[config.mk]
export PLATFORM = sky130hd
export DESIGN_NAME = alu_op_sequencer
export DESIGN_NICKNAME = d
export VERILOG_FILES = /design/src/rtl/alu_op_sequencer.sv
export SDC_FILE = /design/constraint.sdc
export NUM_CORES = 1
export LEC_CHECK = 0
export BUFFER_PORTS_ARGS = -buffer_cell sky130_fd_sc_hd__buf_2
export CAP_MARGIN = 20
export CORE_AREA = 2 2 65 67
export CTS_BUF_LIST = sky130_fd_sc_hd__clkbuf_8
export CTS_CLUSTER_SIZE = 20
export DETAILED_ROUTE_END_ITERATION = 8
export DIE_AREA = 0 0 67 69
export GPL_ROUTABILITY_DRIVEN = 0
export PLACE_DENSITY = 0.75
export SYNTH_ARGS = -nofsm -noshare
export SYNTH_HDL_FRONTEND = slang
export SYNTH_SLANG_ARGS = --single-unit
[constraint.sdc]
create_clock -name clk -period 1.5 [get_ports clk]
set_input_delay 0.15 -clock clk [delete_from_list [all_inputs] [get_ports clk]]
set_output_delay 0.15 -clock clk [all_outputs]
set_load 0.05 [all_outputs]
[src/rtl/alu_op_sequencer.sv]
// alu_op_sequencer
// Feeds a combinational ALU from a byte-wide command stream and returns the
// ALU result as a byte stream. A command is three bytes: opcode, A, B. The
// sequencer latches them, pulses alu_ena for one cycle, latches the result,
// and then streams it out LSB first.
//
// Ports
//   clk, rst_n                 clock (rising edge), async active-low reset
//   in_data/in_valid/in_ready  command byte stream
//   alu_a/alu_b/alu_opcode     registered ALU operands and opcode
//   alu_ena                    ALU enable, high for the single EXEC cycle
//   alu_result                 ALU result, 2*DATA_W wide
//   out_data/out_valid/out_ready  result byte stream
//   busy                       high whenever a command is in progress
//
// Build option: SEQ_STATUS_BYTE_EN appends a status byte
// {zeros, opcode[2:0], dz} after the two result bytes, where dz flags a
// div/mod with B == 0.
//
// state  | meaning
// IDLE   | waiting for opcode byte
// GET_A  | waiting for operand A
// GET_B  | waiting for operand B
// EXEC   | ALU enabled, result captured at end of cycle
// OUT_LO | presenting result low byte
// OUT_HI | presenting result high byte
// OUT_ST | presenting status byte (SEQ_STATUS_BYTE_EN only)

module alu_op_sequencer #(
    parameter int DATA_W   = 8,
    parameter int OPCODE_W = 3
) (
    input  logic                  clk,
    input  logic                  rst_n,
    input  logic [DATA_W-1:0]     in_data,
    input  logic                  in_valid,
    output logic                  in_ready,
    output logic [DATA_W-1:0]     alu_a,
    output logic [DATA_W-1:0]     alu_b,
    output logic [OPCODE_W-1:0]   alu_opcode,
    output logic                  alu_ena,
    input  logic [2*DATA_W-1:0]   alu_result,
    output logic [DATA_W-1:0]     out_data,
    output logic                  out_valid,
    input  logic                  out_ready,
    output logic                  busy
);

    typedef enum logic [2:0] {
        S_IDLE   = 3'd0,
        S_GET_A  = 3'd1,
        S_GET_B  = 3'd2,
        S_EXEC   = 3'd3,
        S_OUT_LO = 3'd4,
        S_OUT_HI = 3'd5,
        S_OUT_ST = 3'd6
    } state_t;

    state_t                r_state;
    state_t                w_state_nxt;
    logic [DATA_W-1:0]     r_a;
    logic [DATA_W-1:0]     r_b;
    logic [OPCODE_W-1:0]   r_op;
    logic [2*DATA_W-1:0]   r_result;
    logic                  w_in_ready;
    logic                  w_in_xfer;

`ifdef SEQ_STATUS_BYTE_EN
    logic                  r_dz;
    logic                  w_dz_nxt;
    logic [DATA_W-1:0]     w_status;

    assign w_dz_nxt = ((r_op == OPCODE_W'(3)) || (r_op == OPCODE_W'(4))) && (r_b == '0);
    assign w_status = {{(DATA_W-4){1'b0}}, r_op[2:0], r_dz};
`endif

    always_ff @(posedge clk or negedge rst_n) begin
        if (!rst_n) begin
            r_state <= S_IDLE;
        end else begin
            r_state <= w_state_nxt;
        end
    end

    always_comb begin
        w_state_nxt = r_state;
        w_in_ready  = 1'b0;
        alu_ena     = 1'b0;
        out_valid   = 1'b0;
        out_data    = '0;
        case (r_state)
            S_IDLE: begin
                w_in_ready = 1'b1;
                if (in_valid) w_state_nxt = S_GET_A;
            end
            S_GET_A: begin
                w_in_ready = 1'b1;
                if (in_valid) w_state_nxt = S_GET_B;
            end
            S_GET_B: begin
                w_in_ready = 1'b1;
                if (in_valid) w_state_nxt = S_EXEC;
            end
            S_EXEC: begin
                alu_ena     = 1'b1;
                w_state_nxt = S_OUT_LO;
            end
            S_OUT_LO: begin
                out_valid = 1'b1;
                out_data  = r_result[DATA_W-1:0];
                if (out_ready) w_state_nxt = S_OUT_HI;
            end
            S_OUT_HI: begin
                out_valid = 1'b1;
                out_data  = r_result[2*DATA_W-1:DATA_W];
                if (out_ready) begin
`ifdef SEQ_STATUS_BYTE_EN
                    w_state_nxt = S_OUT_ST;
`else
                    w_state_nxt = S_IDLE;
`endif
                end
            end
`ifdef SEQ_STATUS_BYTE_EN
            S_OUT_ST: begin
                out_valid = 1'b1;
                out_data  = w_status;
                if (out_ready) w_state_nxt = S_IDLE;
            end
`endif
            default: w_state_nxt = S_IDLE;
        endcase
    end

    // The state register already sits in IDLE during reset; gating with
    // rst_n keeps in_ready low while reset is held.
    assign in_ready  = w_in_ready & rst_n;
    assign w_in_xfer = w_in_ready & in_valid;
    assign busy      = (r_state != S_IDLE);

    always_ff @(posedge clk or negedge rst_n) begin
        if (!rst_n) begin
            r_a      <= '0;
            r_b      <= '0;
            r_op     <= '0;
            r_result <= '0;
        end else begin
            if (w_in_xfer && (r_state == S_IDLE))  r_op <= in_data[OPCODE_W-1:0];
            if (w_in_xfer && (r_state == S_GET_A)) r_a  <= in_data;
            if (w_in_xfer && (r_state == S_GET_B)) r_b  <= in_data;
            if (r_state == S_EXEC)                 r_result <= alu_result;
        end
    end

`ifdef SEQ_STATUS_BYTE_EN
    always_ff @(posedge clk or negedge rst_n) begin
        if (!rst_n) begin
            r_dz <= 1'b0;
        end else if (r_state == S_EXEC) begin
            r_dz <= w_dz_nxt;
        end
    end
`endif

    assign alu_a      = r_a;
    assign alu_b      = r_b;
    assign alu_opcode = r_op;

endmodule

Word level (Yosys, flattened, before mapping)
Cells that the tools add are included.

word-level totals
  register bits after elaboration = 38
  output and inout bits = 31
  word-level logic and storage cells = 35

operators by class
  eq/ne operators = 10
  muxes and demuxes = 10
  bitwise gates (word level) = 2
  reduce and logical (&&, ||, !) cells = 8

operators by type and width
  kind                count
  $pmux 3 s6          1
  $pmux 8 s2          1
  $mux 3              5
  $ne 2x2->1 const B  5
  $eq 3x2->1 const B  2
  $eq 3x3->1 const B  2
  $reduce_and 5->1    1
  $eq 3x1->1 const B  1
  $logic_and 1x1->1   3
  $logic_not 3->1     1
  $mux 1              3
  $reduce_bool 3->1   1
  $reduce_or 3->1     1
  $and 1x1->1         2
  $reduce_or 2->1     1

Logic depth before layout (Yosys ltp)
Gate-level depths: netlist (run 1).

  depth after elaboration = 5
  gate-level depth with buffers = 4

Worst setup path after synthesis (run 1)
OpenSTA, ideal clock, no wires.

  kind = flip-flop to output port
  start point = register r_state[0]
  end point = output in_ready
  data arrival time = 1.945 ns
  path slack = -0.595 ns
  stages on the path, launching flop included = 4
  path through = dfrtp_1 -> buf_6 -> buf_4 -> a211oi_1

on the way
  word-level cells in the longest chain between the ends = 4
  elaborated cells between the ends (all ways) = 6

ends and longest elaborated chain
  item                                      RTL line  source
  from (decl)                               59        state_t r_state;
  from (signal assigned)                    81        r_state <= w_state_nxt;
  $eq 3x1->1, or another cell as far along  91        case (r_state)
  $reduce_or 3->1 (no source line) *        --
  $mux 1 *                                  91
  $and 1x1->1 *                             137       assign in_ready = w_in_ready & rst_n;
  to (decl)                                 37        output logic in_ready,

Every way passes the cells marked *; elsewhere a longest branch is shown, timed or not.

Worst setup path after layout (run 1)
  start point = register r_state[0]
  end point = output busy

on the way
  word-level cells in the longest chain between the ends = 1

ends and longest elaborated chain
  item               RTL line  source
  $reduce_bool 3->1  139       assign busy = (r_state != S_IDLE);
  to (decl)          46        output logic busy

No other way between the ends.

==> impl_metrics.tcl, run 1 <==
set metrics [dict create \
    outcome "finished with violations" \
    violations "setup timing" \
    holdWs_ns 0.0894 \
    hp-class "input pin to flip-flop" \
    boundaryPins 59 \
    die_y_um 69 \
    drv_cap 0 \
    die_w_um 67 \
    synth_compound_area_frac 0.0150 \
    synth_area_um2 1760 \
    finalWirelength_mm 3.67 \
    ys_async_sr_fraction 1.00 \
    h-tree-depth 2 \
    port_buffers 58 \
    ys_warn_count 0 \
    netlist-cell-type-count 23 \
    diodes 0 \
    gr-total-overflow 0 \
    final.setup_skew_ns 0.00644 \
    synth_cells 117 \
    setup_viol_count_final 12 \
    vias 1220 \
    rsz0062_at_grt "yes" \
    dieArea_um2 4620 \
    antenna_found_initial 0 \
    drc_errors 0 \
    post-place-ws_ns 0.000250 \
    synth_xor_area_frac 0 \
    layout.cells.non_filler 246 \
    grt_max_degree 39 \
    ant_nets 0 \
    leakagePower_nw 1.26 \
    ys.flop_type "dfrtp_1" \
    dr.first_iter.drc_count 74 \
    end_kind "primary output" \
    p_sw_frac 0.443 \
    via_per_inst 4.96 \
    yosys.area_share.simple 0.103 \
    clkLatencyLatePin_ns 0.29 \
    cp-start-kind "flip-flop" \
    synth_seq_cells 38 \
    setup_ws_ns -0.0584 \
    critPathKind "flip-flop to primary output" \
    numCtsBuffers 5 \
    cts-root-buf "clkbuf_8" \
    dp_hpwl_mm 2.53 \
    wl_per_cell_um 14.9 \
    p_per_area_nw_per_um2 2700 \
    cp_max_fo 6 \
    rows 23 \
    synth_edf_count 0 \
    tritoncts "built" \
    synth_mux_area_frac 0.293 \
    comb_power_share 0.605 \
    fin_nets 223 \
    area_growth_pct 39.7 \
    synth-seq-area-share 0.541 \
    drive_above_1_share 0.663 \
    initial_core_util 0.449 \
    grt_pass1_wl_mm 5.75 \
    cp.arrival_ns 1.41 \
    slew_violations 0 \
    required_ns 1.35 \
    fmax_mhz 642 \
    max-vdd-ir-drop_mv 1.15 \
    layout_min_cycle_time_ns 1.56 \
    relSlewSlack 0.698 \
    seqPwrFrac 0.291 \
    p_total_w 0.00662 \
    syn_avg_cell_area_um2 15.0 \
    clockBufferDepth 2 \
    p_clk_frac 0.104 \
    hold_viol_final 0 \
    grt_util_all_layers 0.163 \
    first_pass_iters 4 \
    fill_cells 321 \
    switching_power_w 0.00293 \
    synth_top_family_by_area "multiplexers" \
    fin_util 0.627 \
    power.internal_w 0.00369 \
    first_global_vias 1234 \
    core_um2 3910 \
    clk_pin_slew_ns 0.07 \
    min_period_over_period 1.04 \
    synth_fa_ha_area_frac 0 \
    cts_sinks 38 \
    tightest_slew_ns 0.453 \
    dpl.cell_count 226 \
    syn_nets 145 \
]
## timing repair
item | in CTS | in global routing
pin swaps | 3 | 4
cloned | 0 | 1
endpoints found under the setup margin | 14 | 37
hold buffers | 1 | 0
endpoints found under the hold margin | 38 | 0
gates resized for setup | 23 | 26
setup buffers | 6 | 4
## sequential cells by signal, summed over array words and instances (netlist names)
name        cells
alu_opcode      3
alu_a           8
r_state         3
alu_b           8
r_result       16
## through the flow
step | TNS, ns | instance area (um^2)
floorplan | -1.36 | 1760
global route | -1.31 | 2450
global placement | 0 | 2110
finish | -0.258 | 2450
CTS | -0.225 | 2320
detailed placement | 0 | 2110
## Yosys cell counts, types with 2 or more instances
cell,instances,area share
dfrtp_1,38,0.54
inv_1,3,0.0064
mux2_4,8,0.068
mux2_2,27,0.17
nor2_1,8,0.017
mux2i_1,9,0.051
buf_6,5,0.032
nand2b_1,2,0.0071
nor4bb_4,2,0.028
buf_2,2,0.0057
## layer usage
| layer | track usage | wire, um | up-vias |
|---|---|---|---|
| met1 | 0.204 | 1520 | 597 |
| li1 | - | - | 563 |
| met3 | 0.0473 | 324 | 3 |
| met2 | 0.273 | 1800 | 57 |
| met5 | 0 | 0 | - |
| met4 | 0.0385 | 29 | 0 |
## layout make-up
type	count	area, um^2	area share
Inverter	3	11.3	0.00459
Tap cell	50	62.6	0.0255
Clock inverter	2	8.76	0.00357
Timing Repair Buffer	79	533	0.217
Clock buffer	6	82.6	0.0336
Multi-Input combinational cell	68	802	0.327
Sequential cell	38	955	0.389
## final timing paths
check / end / depth (start not counted) / slack [ns] / startpoint
min reg2reg: alu_opcode[2] / 1 / 0.51 / alu_opcode[2]
max: busy / 3 / -0.06 / r_state[0]
max in group asynchronous: r_state[0] / 3 / 0.69 / rst_n
max reg2reg: alu_opcode[0] / 4 / -0.03 / r_state[1]
min in group asynchronous: alu_b[1] / 3 / 0.48 / rst_n
min: r_result[4] / 2 / 0.09 / alu_result[4]
## cells in the final DEF, fill, tap and decap left out, types with 2 or more instances in the layout
cell       n
clkbuf_8   6
mux2_2    10
buf_6     14
buf_2     49
dfrtp_2    3
mux2_4    25
nor4bb_4   2
mux2i_1    9
inv_1      4
buf_4     14
dfrtp_1   35
nor2_1     8
## kinds of logic after synthesis
logic type,count (synthesis)
AND/OR/NAND/NOR,20
buffers and inverters,11
multiplexers,44
flip-flops,38
AO/OA/AOI/OAI,4
## critical path, cell delays in order (launching register included)
cell,delay (ns)
dfrtp_2,0.44
buf_6,0.15
or3_4,0.37
buf_8,0.16
## power groups by stage
stage | Clock (W) | Sequential (W) | Combinational (W)
final | 0.000691 | 0.00192 | 0.00400
after CTS | 0.000712 | 0.00189 | 0.00369
after floorplan | 0 | 0.00273 | 0.00186
after detailed placement | 0 | 0.00191 | 0.00339
after global placement | 0 | 0.00187 | 0.00332
after global routing | 0.000771 | 0.00199 | 0.00421
Note: power is estimated with default switching activity, not from simulation.
==> inputs of run 2 (changes only) <==
--- a/config.mk
+++ b/config.mk
@@ -7,5 +7,5 @@
 export LEC_CHECK = 0
 export BUFFER_PORTS_ARGS = -buffer_cell sky130_fd_sc_hd__buf_2
-export CAP_MARGIN = 20
+export CAP_MARGIN = 40
 export CORE_AREA = 2 2 65 67
 export CTS_BUF_LIST = sky130_fd_sc_hd__clkbuf_8
==> constraint.sdc (replaced) <==
create_clock -name clk -period 1.5 [get_ports clk]
set_input_delay 0.15 -clock clk [delete_from_list [all_inputs] [get_ports clk]]
set_output_delay 0.15 -clock clk [all_outputs]
set_load 0.005 [all_outputs]
==> run 2 against run 1 <==
Effect of this change:
- the flow still finishes with violations (setup timing)
- clock skew increased by 0.0017 ns
- register-to-register slack hardly changed
- clock power rose by 53%
- hold slack got worse by 0.0070 ns
- sequential cell count unchanged
- sequential share of layout area grew 1.0 points
- die area is the same
- global-route usage grew 0.42 points
- combinational power is 41% lower
- wire length shrank 1.2%
- critical path depth grew 1
- largest power group unchanged
==> impl_metrics.tcl, run 2 (synthesis results as in run 1) <==
set metrics [dict create \
    drv_cap 0 \
    grt_pass1_wl_mm 5.75 \
    regArea_um2 955 \
    holdWs_ns 0.0823 \
    final.setup_skew_ns 0.00813 \
    boundaryPins 59 \
    cts_sinks 38 \
    initial_core_util 0.449 \
    rows 23 \
    hp-class "input pin to flip-flop" \
    required_ns 1.68 \
    largest_reg_flops 16 \
    h-tree-depth 2 \
    cp_max_fo 8 \
    clkLatencyLatePin_ns 0.29 \
    tritoncts "built" \
    die_y_um 69 \
    dr.first_iter.drc_count 58 \
    violations "setup timing" \
    fin_area_um2 2390 \
    p_total_w 0.00531 \
    vias 1180 \
    dieArea_um2 4620 \
    setup_viol_count_final 14 \
    multi_input_area_um2 766 \
    p_per_area_nw_per_um2 2220 \
    cp.arrival_ns 1.71 \
    relSlewSlack 0.690 \
    fin_nets 220 \
    antenna_found_initial 0 \
    via_per_inst 4.86 \
    top_register "r_result" \
    critPathKind "flip-flop to flip-flop" \
    rsz0062_at_grt "yes" \
    cp-start-kind "flip-flop" \
    fill_cells 336 \
    layout_common_cells "buf_2 (58), dfrtp_1 (35), mux2_2 (23), mux2_4 (12), buf_4 (9)" \
    cts-root-buf "clkbuf_8" \
    dp_hpwl_mm 2.48 \
    port_buffers 58 \
    dpl-instance-area_um2 2100 \
    first_pass_iters 2 \
    clockBufferDepth 2 \
    grt_util_all_layers 0.167 \
    fmax_mhz 653 \
    setup_ws_ns -0.0323 \
    final_common_cell "buf_2" \
    leakagePower_nw 1.21 \
    min_period_over_period 1.02 \
    numCtsBuffers 5 \
    outcome "finished with violations" \
    die_w_um 67 \
    tightest_slew_ns 0.465 \
    layout_min_cycle_time_ns 1.53 \
    drive_above_1_share 0.668 \
    drc_errors 0 \
    area_growth_pct 36.2 \
    slew_violations 0 \
    wl_per_cell_um 14.9 \
    ant_nets 0 \
    gr-total-overflow 0 \
    grt_max_degree 39 \
    end_kind "flip-flop" \
    core_um2 3910 \
    diodes 0 \
    finalWirelength_mm 3.63 \
    first_global_vias 1230 \
    clk_pin_slew_ns 0.08 \
    max-vdd-ir-drop_mv 1.09 \
    hold_viol_final 0 \
    post-place-ws_ns 0.0198 \
]
-- run 2: cell types whose count changed in the layout (fill, tap and decap cells not counted), sizes merged --
cell	change
buf	-4
bufinv	+2
inv	-1
clkinv	-1
nand2b	+1
-- run 2: what timing repair did --
item / in CTS / in global routing
setup endpoints to repair: 12 / 28
setup buffers: 5 / 2
pin swaps: 1 / 2
gates cloned: 1 / 0
resized for setup: 13 / 6
hold buffers: 1 / 0
endpoints found under the hold margin: 38 / 0
-- run 2: final timing paths --
check | startpoint | to | slack (ns) | depth (start not counted)
setup reg to reg | r_state[2] | alu_a[5] | -0.03 | 4
min in group asynchronous | rst_n | alu_opcode[2] | 0.48 | 3
setup / recovery | r_state[2] | alu_a[5] | -0.03 | 4
max in group asynchronous | rst_n | r_state[0] | 0.66 | 3
hold reg to reg | r_state[2] | r_state[1] | 0.50 | 1
hold / removal | alu_result[2] | r_result[2] | 0.08 | 2
-- run 2: stage by stage --
step | TNS [ns] | instances | util
floorplan | 0 | 117 | -
global placement | 0 | 226 | 0.537
detailed placement | 0 | 226 | 0.537
CTS | -0.0268 | 241 | 0.602
global route | -1.28 | 243 | 0.611
finish | -0.254 | 243 | 0.611
-- run 2: cell type report --
type | instances | area share
sequential | 38 | 0.399
multi-input combinational | 69 | 0.320
timing repair buffer | 75 | 0.190
clock buffer | 6 | 0.0345
tap | 50 | 0.0262
clock inverter | 2 | 0.0251
inverter | 3 | 0.00471
-- run 2: metal layers --
layer / global-route usage / up-vias / part of all wire
met3: 0.0571 / 5 / 0.074
met1: 0.206 / 567 / 0.41
li1: - / 559 / -
met4: 0.0544 / 0 / 0.0097
met5: 0 / - / 0
met2: 0.271 / 49 / 0.50
-- run 2: worst max-delay path, cell delays in order (launching register included) --
cell and delay (ns):
dfrtp_2 0.44, buf_4 0.15, nor4bb_4 0.29, buf_6 0.19
mux2_2 0.34
-- run 2: report_power, final --
part	internal [W]	total [W]	switching [W]
sequential	0.00156	0.00187	0.000311
clock	0.000709	0.00106	0.000355
combinational	0.00147	0.00237	0.000901
total	0.00374	0.00531	0.00157
